===== config.mk =====
export PLATFORM = sky130hd
export DESIGN_NAME = multi_timer_control
export DESIGN_NICKNAME = d
export VERILOG_FILES = /design/src/rtl/multi_timer_control.sv
export SDC_FILE = /design/constraint.sdc
export NUM_CORES = 1
export LEC_CHECK = 0
export ABC_CLOCK_PERIOD_IN_PS = 1700
export BUFFER_PORTS_ARGS = -buffer_cell sky130_fd_sc_hd__buf_2
export CAP_MARGIN = 10
export CORE_MARGIN = 3
export CORE_UTILIZATION = 40
export CTS_CLUSTER_DIAMETER = 200
export CTS_CLUSTER_SIZE = 24
export DETAILED_ROUTE_END_ITERATION = 10
export GPL_TIMING_DRIVEN = 0
export PLACE_DENSITY = 0.66
export SETUP_SLACK_MARGIN = 0.4
export SLEW_MARGIN = 20
export SYNTH_ARGS = -nofsm -noshare
export SYNTH_HDL_FRONTEND = slang
export SYNTH_SLANG_ARGS = --single-unit

===== constraint.sdc =====
create_clock -name clk -period 1.7 [get_ports clk]
set_clock_uncertainty 0.05 [all_clocks]
set_input_delay 0.34 -clock clk [delete_from_list [all_inputs] [get_ports clk]]
set_output_delay 0.34 -clock clk [all_outputs]
set_load 0.1 [all_outputs]

===== src/rtl/multi_timer_control.sv =====
// N-channel kitchen timer control: one program/load/run/pause/done FSM per channel,
// buttons steered by sel. Optional alarm self-clear is enabled with `define ALARM_TIMEOUT_EN.
module multi_timer_control #(
  parameter int CHANNELS    = 4,
  parameter int CH_W        = 2,
  parameter int ALARM_TICKS = 8
) (
  input  logic                  clk,
  input  logic                  reset_n,
  input  logic                  tick,
  input  logic [CH_W-1:0]       sel,
  input  logic                  cooktime_req,
  input  logic                  start_timer,
  input  logic                  pause_req,
  input  logic                  timer_en,
  input  logic [CHANNELS-1:0]   timer_done,
  input  logic                  seconds_req,
  input  logic                  minutes_req,
  input  logic                  alarm_ack,
  output logic [CHANNELS-1:0]   increment_seconds,
  output logic [CHANNELS-1:0]   increment_minutes,
  output logic [CHANNELS-1:0]   prog_mode,
  output logic [CHANNELS-1:0]   load_timer,
  output logic [CHANNELS-1:0]   main_timer_enable,
  output logic [CHANNELS-1:0]   timer_enabled_led,
  output logic [CHANNELS-1:0]   timer_on_led,
  output logic                  alarm,
  output logic [CH_W-1:0]       alarm_chan,
  output logic [3*CHANNELS-1:0] state_dbg
);

  typedef enum logic [2:0] {
    IDLE  = 3'd0,
    PROG  = 3'd1,
    LOAD  = 3'd2,
    RUN   = 3'd3,
    PAUSE = 3'd4,
    DONE  = 3'd5
  } state_t;

  state_t              state_q [CHANNELS];
  state_t              state_d [CHANNELS];
  logic [CHANNELS-1:0] sel_hit;
  logic [CHANNELS-1:0] flash_q, flash_d;
  logic [CHANNELS-1:0] pend_q, pend_d;
  logic [CHANNELS-1:0] set_alarm, clr_alarm, timeout;

  // An out-of-range sel leaves sel_hit all zero, so no channel sees the buttons.
  always_comb begin
    sel_hit = '0;
    for (int ch = 0; ch < CHANNELS; ch++) sel_hit[ch] = (int'(sel) == ch);
  end

  always_comb begin
    for (int ch = 0; ch < CHANNELS; ch++) begin
      state_d[ch] = state_q[ch];
      case (state_q[ch])
        IDLE: begin
          if (sel_hit[ch] && cooktime_req)     state_d[ch] = PROG;
          else if (sel_hit[ch] && start_timer) state_d[ch] = LOAD;
        end
        PROG: begin
          if (sel_hit[ch] && start_timer) state_d[ch] = LOAD;
        end
        LOAD: state_d[ch] = RUN;
        RUN: begin
          if (sel_hit[ch] && cooktime_req)   state_d[ch] = PROG;
          else if (timer_done[ch])           state_d[ch] = DONE;
          else if (sel_hit[ch] && pause_req) state_d[ch] = PAUSE;
        end
        PAUSE: begin
          if (sel_hit[ch] && cooktime_req)     state_d[ch] = PROG;
          else if (sel_hit[ch] && pause_req)   state_d[ch] = RUN;
          else if (sel_hit[ch] && start_timer) state_d[ch] = LOAD;
        end
        DONE: begin
          if (sel_hit[ch] && cooktime_req)     state_d[ch] = PROG;
          else if (sel_hit[ch] && start_timer) state_d[ch] = LOAD;
        end
        default: state_d[ch] = IDLE;
      endcase
    end
  end

  always_comb begin
    prog_mode         = '0;
    load_timer        = '0;
    main_timer_enable = '0;
    state_dbg         = '0;
    for (int ch = 0; ch < CHANNELS; ch++) begin
      prog_mode[ch]         = (state_q[ch] == PROG);
      load_timer[ch]        = (state_q[ch] == LOAD);
      main_timer_enable[ch] = (state_q[ch] == RUN) && timer_en;
      state_dbg[3*ch +: 3]  = state_q[ch];
    end
    increment_seconds = prog_mode & sel_hit & {CHANNELS{seconds_req}};
    increment_minutes = prog_mode & sel_hit & {CHANNELS{minutes_req}};
    timer_enabled_led = main_timer_enable;
    timer_on_led      = main_timer_enable & flash_q;
  end

  // Flash only survives while staying in RUN; any other next state drops it.
  always_comb begin
    flash_d   = '0;
    set_alarm = '0;
    clr_alarm = '0;
    for (int ch = 0; ch < CHANNELS; ch++) begin
      if (state_d[ch] == RUN)
        flash_d[ch] = (main_timer_enable[ch] && tick) ? ~flash_q[ch] : flash_q[ch];
      set_alarm[ch] = (state_q[ch] == RUN) && (state_d[ch] == DONE);
      clr_alarm[ch] = (sel_hit[ch] && alarm_ack) ||
                      ((state_q[ch] == DONE) && (state_d[ch] != DONE));
    end
    pend_d = set_alarm | (pend_q & ~clr_alarm & ~timeout);
  end

`ifdef ALARM_TIMEOUT_EN
  localparam int CNT_W = $clog2(ALARM_TICKS + 1);
  logic [CNT_W-1:0] cnt_q [CHANNELS];

  always_comb begin
    timeout = '0;
    for (int ch = 0; ch < CHANNELS; ch++)
      timeout[ch] = pend_q[ch] && tick && (cnt_q[ch] == CNT_W'(ALARM_TICKS - 1));
  end

  always_ff @(posedge clk or negedge reset_n) begin
    if (!reset_n) begin
      for (int ch = 0; ch < CHANNELS; ch++) cnt_q[ch] <= '0;
    end else begin
      for (int ch = 0; ch < CHANNELS; ch++) begin
        if (set_alarm[ch])             cnt_q[ch] <= '0;
        else if (pend_q[ch] && tick)   cnt_q[ch] <= cnt_q[ch] + CNT_W'(1);
      end
    end
  end
`else
  assign timeout = '0;
`endif

  always_ff @(posedge clk or negedge reset_n) begin
    if (!reset_n) begin
      for (int ch = 0; ch < CHANNELS; ch++) state_q[ch] <= IDLE;
      flash_q <= '0;
      pend_q  <= '0;
    end else begin
      for (int ch = 0; ch < CHANNELS; ch++) state_q[ch] <= state_d[ch];
      flash_q <= flash_d;
      pend_q  <= pend_d;
    end
  end

  // Scan downward so the lowest pending index is the last one written.
  always_comb begin
    alarm_chan = '0;
    for (int ch = CHANNELS - 1; ch >= 0; ch--)
      if (pend_q[ch]) alarm_chan = CH_W'(ch);
  end

  assign alarm = |pend_q;

endmodule


==> reports/summary.md, run 1 <==
## Die
• **floorplan die height** 71.5 um
• **starting density of the core** 0.423
• **number of core rows** 23
• **number of top-level design ports** 59
• **Chip Width** 71.5 um

## Status
• **first logged error message** [ERROR DPL-0038] Utilization greater than 100%, impossible to legalize
• **stage where the flow stopped** 5_1_grt
• **run status** aborted with a tool error

## STA
• **worst endpoint type** primary output
• **Crit. endpoint post-GRT repair** timer_enabled_led[1]

## Synthesis
• **FF+latch count, synth** 20
• **leading cell type by number of instances after synthesis** sky130_fd_sc_hd__nand2_1
• **FFs w/ async S/R, synth** 1.00
• **area of the mapped netlist** 1720 um2
• **mean cell area of the mapped netlist** 8.41 um2
• **synthesized netlist net count** 220
• **top cells by instance count after synthesis** sky130_fd_sc_hd__nand2_1 (22), sky130_fd_sc_hd__dfrtp_1 (20), sky130_fd_sc_hd__a21oi_1 (13)
• **instance count of the mapped netlist** 204
• **ranking of synthesized cells by area** sky130_fd_sc_hd__dfrtp_1 (29%), sky130_fd_sc_hd__nand2_1 (4.8%), sky130_fd_sc_hd__and3_1 (4.4%)
• **synthesis warning total** 0
• **Post-synth top flop** sky130_fd_sc_hd__dfrtp_1
• **cell type with the highest aggregate area in the netlist** sky130_fd_sc_hd__dfrtp_1
• **share of synthesized area occupied by flip-flops and latches** 0.292
• **number of distinct library cell variants in the gate-level netlist after synthesis** 50
• **share of the synthesized area in the top cell type** 0.292
• **Post-synth EDFFs** 0

## Clocking
• **cts bufs inserted** 3
• **number of clock sinks seen by CTS** 20
• **cell at the root of the clock tree** sky130_fd_sc_hd__clkbuf_8
• **maximum clock path buffer count** 2
• **depth of the CTS H-tree** 1

## Placed design
• **Detailed Place HPWL** 3810 um
• **buffers added on ports** 58
• **routability congestion estimate from global placement** 0.864
• **post-placement cell count** 312
• **cell area after placement** 2430 um2

## Global routing
• **maximum number of pins on one net before global-route repair** 21

## kinds of logic after synthesis
group,count (synthesis),synth area share
AO/OA/AOI/OAI,51,0.237
XOR/XNOR,4,0.0204
buffers and inverters,21,0.0722
flip-flops,20,0.292
AND/OR/NAND/NOR,108,0.379
## metrics by stage
stage | hold WS [ps] | setup WS, ps | setup TNS [ps] | utilization
after CTS | 388 | -202 | -2900 | 0.907
after global placement | 272 | -298 | -2970 | 0.598
after detailed placement | 273 | -311 | -3050 | 0.598
after floorplan | -5.59 | -417 | -5180 | -
## timing repair
| action | 4_1_cts |
|---|---|
| gates resized for setup | 214 |
| hold endpoints to repair | 20 |
| hold buffers | 1 |
| pin swaps | 26 |
| setup endpoints to repair | 58 |
| buffers inserted | 49 |
==> run 2: changes to the inputs <==
--- a/config.mk
+++ b/config.mk
@@ -9,13 +9,10 @@
 export BUFFER_PORTS_ARGS = -buffer_cell sky130_fd_sc_hd__buf_2
 export CAP_MARGIN = 10
 export CORE_MARGIN = 3
-export CORE_UTILIZATION = 40
-export CTS_CLUSTER_DIAMETER = 200
-export CTS_CLUSTER_SIZE = 24
+export CORE_UTILIZATION = 25
 export DETAILED_ROUTE_END_ITERATION = 10
 export GPL_TIMING_DRIVEN = 0
-export PLACE_DENSITY = 0.66
-export SETUP_SLACK_MARGIN = 0.4
+export PLACE_DENSITY_LB_ADDON = 0.15
 export SLEW_MARGIN = 20
 export SYNTH_ARGS = -nofsm -noshare
 export SYNTH_HDL_FRONTEND = slang
==> reports/summary.md, run 2 <==
## Cells and area
• **area used by sequential logic in the layout** 546 um2
• **final-stage net count** 322
• **number of filler instances in the final layout** 581
• **area occupied by multi-input gates** 1330 um2
• **commonest non-fill, non-tap cell in the layout** sky130_fd_sc_hd__buf_4
• **flip-flop count of the largest register, all copies and words added** 12
• **synthesis-to-layout area growth** 89.8%
• **share of post-route cells with drive strength above 1** 0.607
• **Inserted Diodes** 0
• **most frequent cells in the layout** sky130_fd_sc_hd__buf_4 (39), sky130_fd_sc_hd__buf_12 (32), sky130_fd_sc_hd__buf_2 (27)

## Synthesis
• **Post-synth top flop** sky130_fd_sc_hd__dfrtp_1
• **FFs w/ async S/R, synth** 1.00, unchanged
• **area of the mapped netlist** 1720 um2, unchanged
• **Post-synth EDFFs** 0, unchanged
• **cell type with the highest aggregate area in the netlist** sky130_fd_sc_hd__dfrtp_1
• **share of synthesized area occupied by flip-flops and latches** 0.292, unchanged
• **mean cell area of the mapped netlist** 8.41 um2, unchanged
• **synthesis warning total** 0, unchanged
• **FF+latch count, synth** 20, unchanged
• **share of the synthesized area in the top cell type** 0.292, unchanged
• **synthesized netlist net count** 220, unchanged
• **top cells by instance count after synthesis** sky130_fd_sc_hd__nand2_1 (22), sky130_fd_sc_hd__dfrtp_1 (20), sky130_fd_sc_hd__a21oi_1 (13)
• **number of distinct library cell variants in the gate-level netlist after synthesis** 50, unchanged
• **ranking of synthesized cells by area** sky130_fd_sc_hd__dfrtp_1 (29%), sky130_fd_sc_hd__nand2_1 (4.8%), sky130_fd_sc_hd__and3_1 (4.4%)
• **leading cell type by number of instances after synthesis** sky130_fd_sc_hd__nand2_1
• **instance count of the mapped netlist** 204, unchanged

## Setup path
• **crit-path cells** and3b_2, and2_4, buf_12, buf_12
• **critical path data required time** 1310 ps
• **category of the critical setup timing path** reg -> out
• **Critical Path Source Type** flop
• **cell occurring most often along the worst timing path** sky130_fd_sc_hd__buf_12
• **endpoint kind of the worst setup timing path** output pin
• **family with the most delay on the worst path** flip-flops
• **slowest library cell on the worst path** sky130_fd_sc_hd__dfrtp_4
• **endpoint arrival time on the critical path** 1530 ps
• **largest driver fanout on the critical path** 7
• **buffering stage count on the worst path with inverters included** 2
• **maximum cell stage delay along the critical path** 520 ps

## Clocking
• **cell at the root of the clock tree** sky130_fd_sc_hd__clkbuf_8
• **number of clock sinks seen by CTS** 20, unchanged
• **Clock Latency Late Sink** 260 ps
• **maximum clock path buffer count** 2, unchanged
• **depth of the CTS H-tree** 1, unchanged
• **cts bufs inserted** 3, unchanged
• **Clock Pin Slew Worst Setup and Hold Paths** 90 ps
• **TritonCTS clock tree** built

## Placed design
• **Detailed Place HPWL** 4210 um, +11%
• **Placement Setup Slack** -336 ps, -24.8 ps
• **routability congestion estimate from global placement** 0.853, -1.2%
• **buffers added on ports** 58, unchanged

## Global routing
• **initial antenna violation count** 0
• **global-route wire length before repair** 9380 um
• **GRT overflow** 0
• **via count of the first global-routing pass** 1,853
• **total global routing track utilization** 0.154
• **maximum number of pins on one net before global-route repair** 21

## Routing
• **Pre-Repair DR Iteration Count** 4
• **First DRT Iteration DRCs** 55
• **antenna-violating nets left** 0
• **WL final** 6110 um
• **Via density** 5.02
• **count of vias placed by the detailed router** 1,918
• **final routed DRC violation total** 0
• **Avg WL per Cell** 16.0 um

## Status
• **failing checks** hold timing, setup timing
• **run status** finished with violations

## STA
• **setup repair after global routing missed its margin** true
• **Fmax** 521 MHz
• **final clock period utilization by the worst path** 1.13
• **Final Max Slew Viols** 0
• **time the final worst path needs with I/O delays and setup** 1920 ps
• **Rel. slew slack** 0.670
• **worst setup margin** -219 ps
• **post-route worst hold slack** -27.2 ps
• **worst-margin pin slew** 496 ps
• **Final Hold Vio Count** 20
• **Setup-failing EPs final** 26

## Die
• **floorplan die height** 88.8 um, +24%
• **Die Area** 7890 um2
• **Chip Width** 88.8 um, +24%
• **number of core rows** 29, +26%
• **starting density of the core** 0.264, -0.159
• **number of top-level design ports** 59, unchanged
• **Core Footprint** 6490 um2

## Job
• **Max-cap violations** 0

## Hold path
• **worst min-delay path class** in -> async

## run 2: cell counts after synthesis
Identical to the previous run, type by type.
## run 2: logic make-up (layout without fill, tap and decap cells)
family / after synthesis / count (layout) / synth area share
XOR/XNOR: 4 / 4 / 0.0204
AO/OA/AOI/OAI: 51 / 51 / 0.237
flip-flops: 20 / 20 / 0.292
buffers and inverters: 21 / 122 / 0.0722
AND/OR/NAND/NOR: 108 / 108 / 0.379
## run 2: worst paths after layout
path | from | to | slack (ps) | depth (start not counted)
setup / recovery | state_dbg[5]$_DFF_PN0_ | timer_enabled_led[1] | -220 | 4
hold / removal | reset_n | state_dbg[1]$_DFF_PN0_ | -30 | 1
setup reg to reg | state_dbg[7]$_DFF_PN0_ | flash_q[2]$_DFFE_PN0P_ | -20 | 7
min in group clk | timer_done[3] | state_dbg[9]$_DFF_PN0_ | 360 | 3
hold reg to reg | state_dbg[5]$_DFF_PN0_ | pend_q[1]$_DFF_PN0_ | 540 | 1
max in group asynchronous | reset_n | state_dbg[10]$_DFF_PN0_ | 1250 | 1
## run 2: final cells by class
type | count | area share
repair buffers | 98 | 0.321
flip-flops and latches | 20 | 0.168
clock buffers | 4 | 0.0169
plain buffers | 11 | 0.0438
well taps | 77 | 0.0296
multi-input cells | 163 | 0.410
inverters | 9 | 0.0111
## run 2: worst register-to-register path, cell delays in order, from the launching register on
cell and delay, ps:
sky130_fd_sc_hd__dfrtp_4 510, sky130_fd_sc_hd__and3b_2 240, sky130_fd_sc_hd__buf_4 130, sky130_fd_sc_hd__buf_4 130, sky130_fd_sc_hd__o31ai_2 70, sky130_fd_sc_hd__o211ai_2 140
sky130_fd_sc_hd__o21bai_4 190, sky130_fd_sc_hd__and3_1 160
## run 2: stage by stage
step           cells  utilization  area, um2  hold WS, ps  TNS [ps]
2_1_floorplan    204            -       2010        -5.59     -5030
3_3_place_gp     339        0.370       2400          305     -3410
3_5_place_dp     339        0.370       2400          298     -3400
4_1_cts          366        0.465       3020         8.59     -2730
5_1_grt          382        0.501       3260         21.7     -4070
6_report         382        0.501       3260        -27.2     -3020
## run 2: what timing repair did
item | CTS | global route
pin swaps | 6 | 10
setup buffers | 24 | 17
gates resized for setup | 109 | 28
hold buffers | 0 | 0
endpoints found under the setup margin | 30 | 34
## run 2: metal layers
metal  up-vias  GRT usage  wire [um]
met5         -          0          0
met4         0     0.0440         77
met3         6     0.0242        299
met2        58      0.252       2910
met1       914      0.208       2820
li1        940          -          -
Power of run 2 is left out: the tool's default activity adds up to more than one toggle a clock period on the data nets, which glitch-free logic cannot reach.
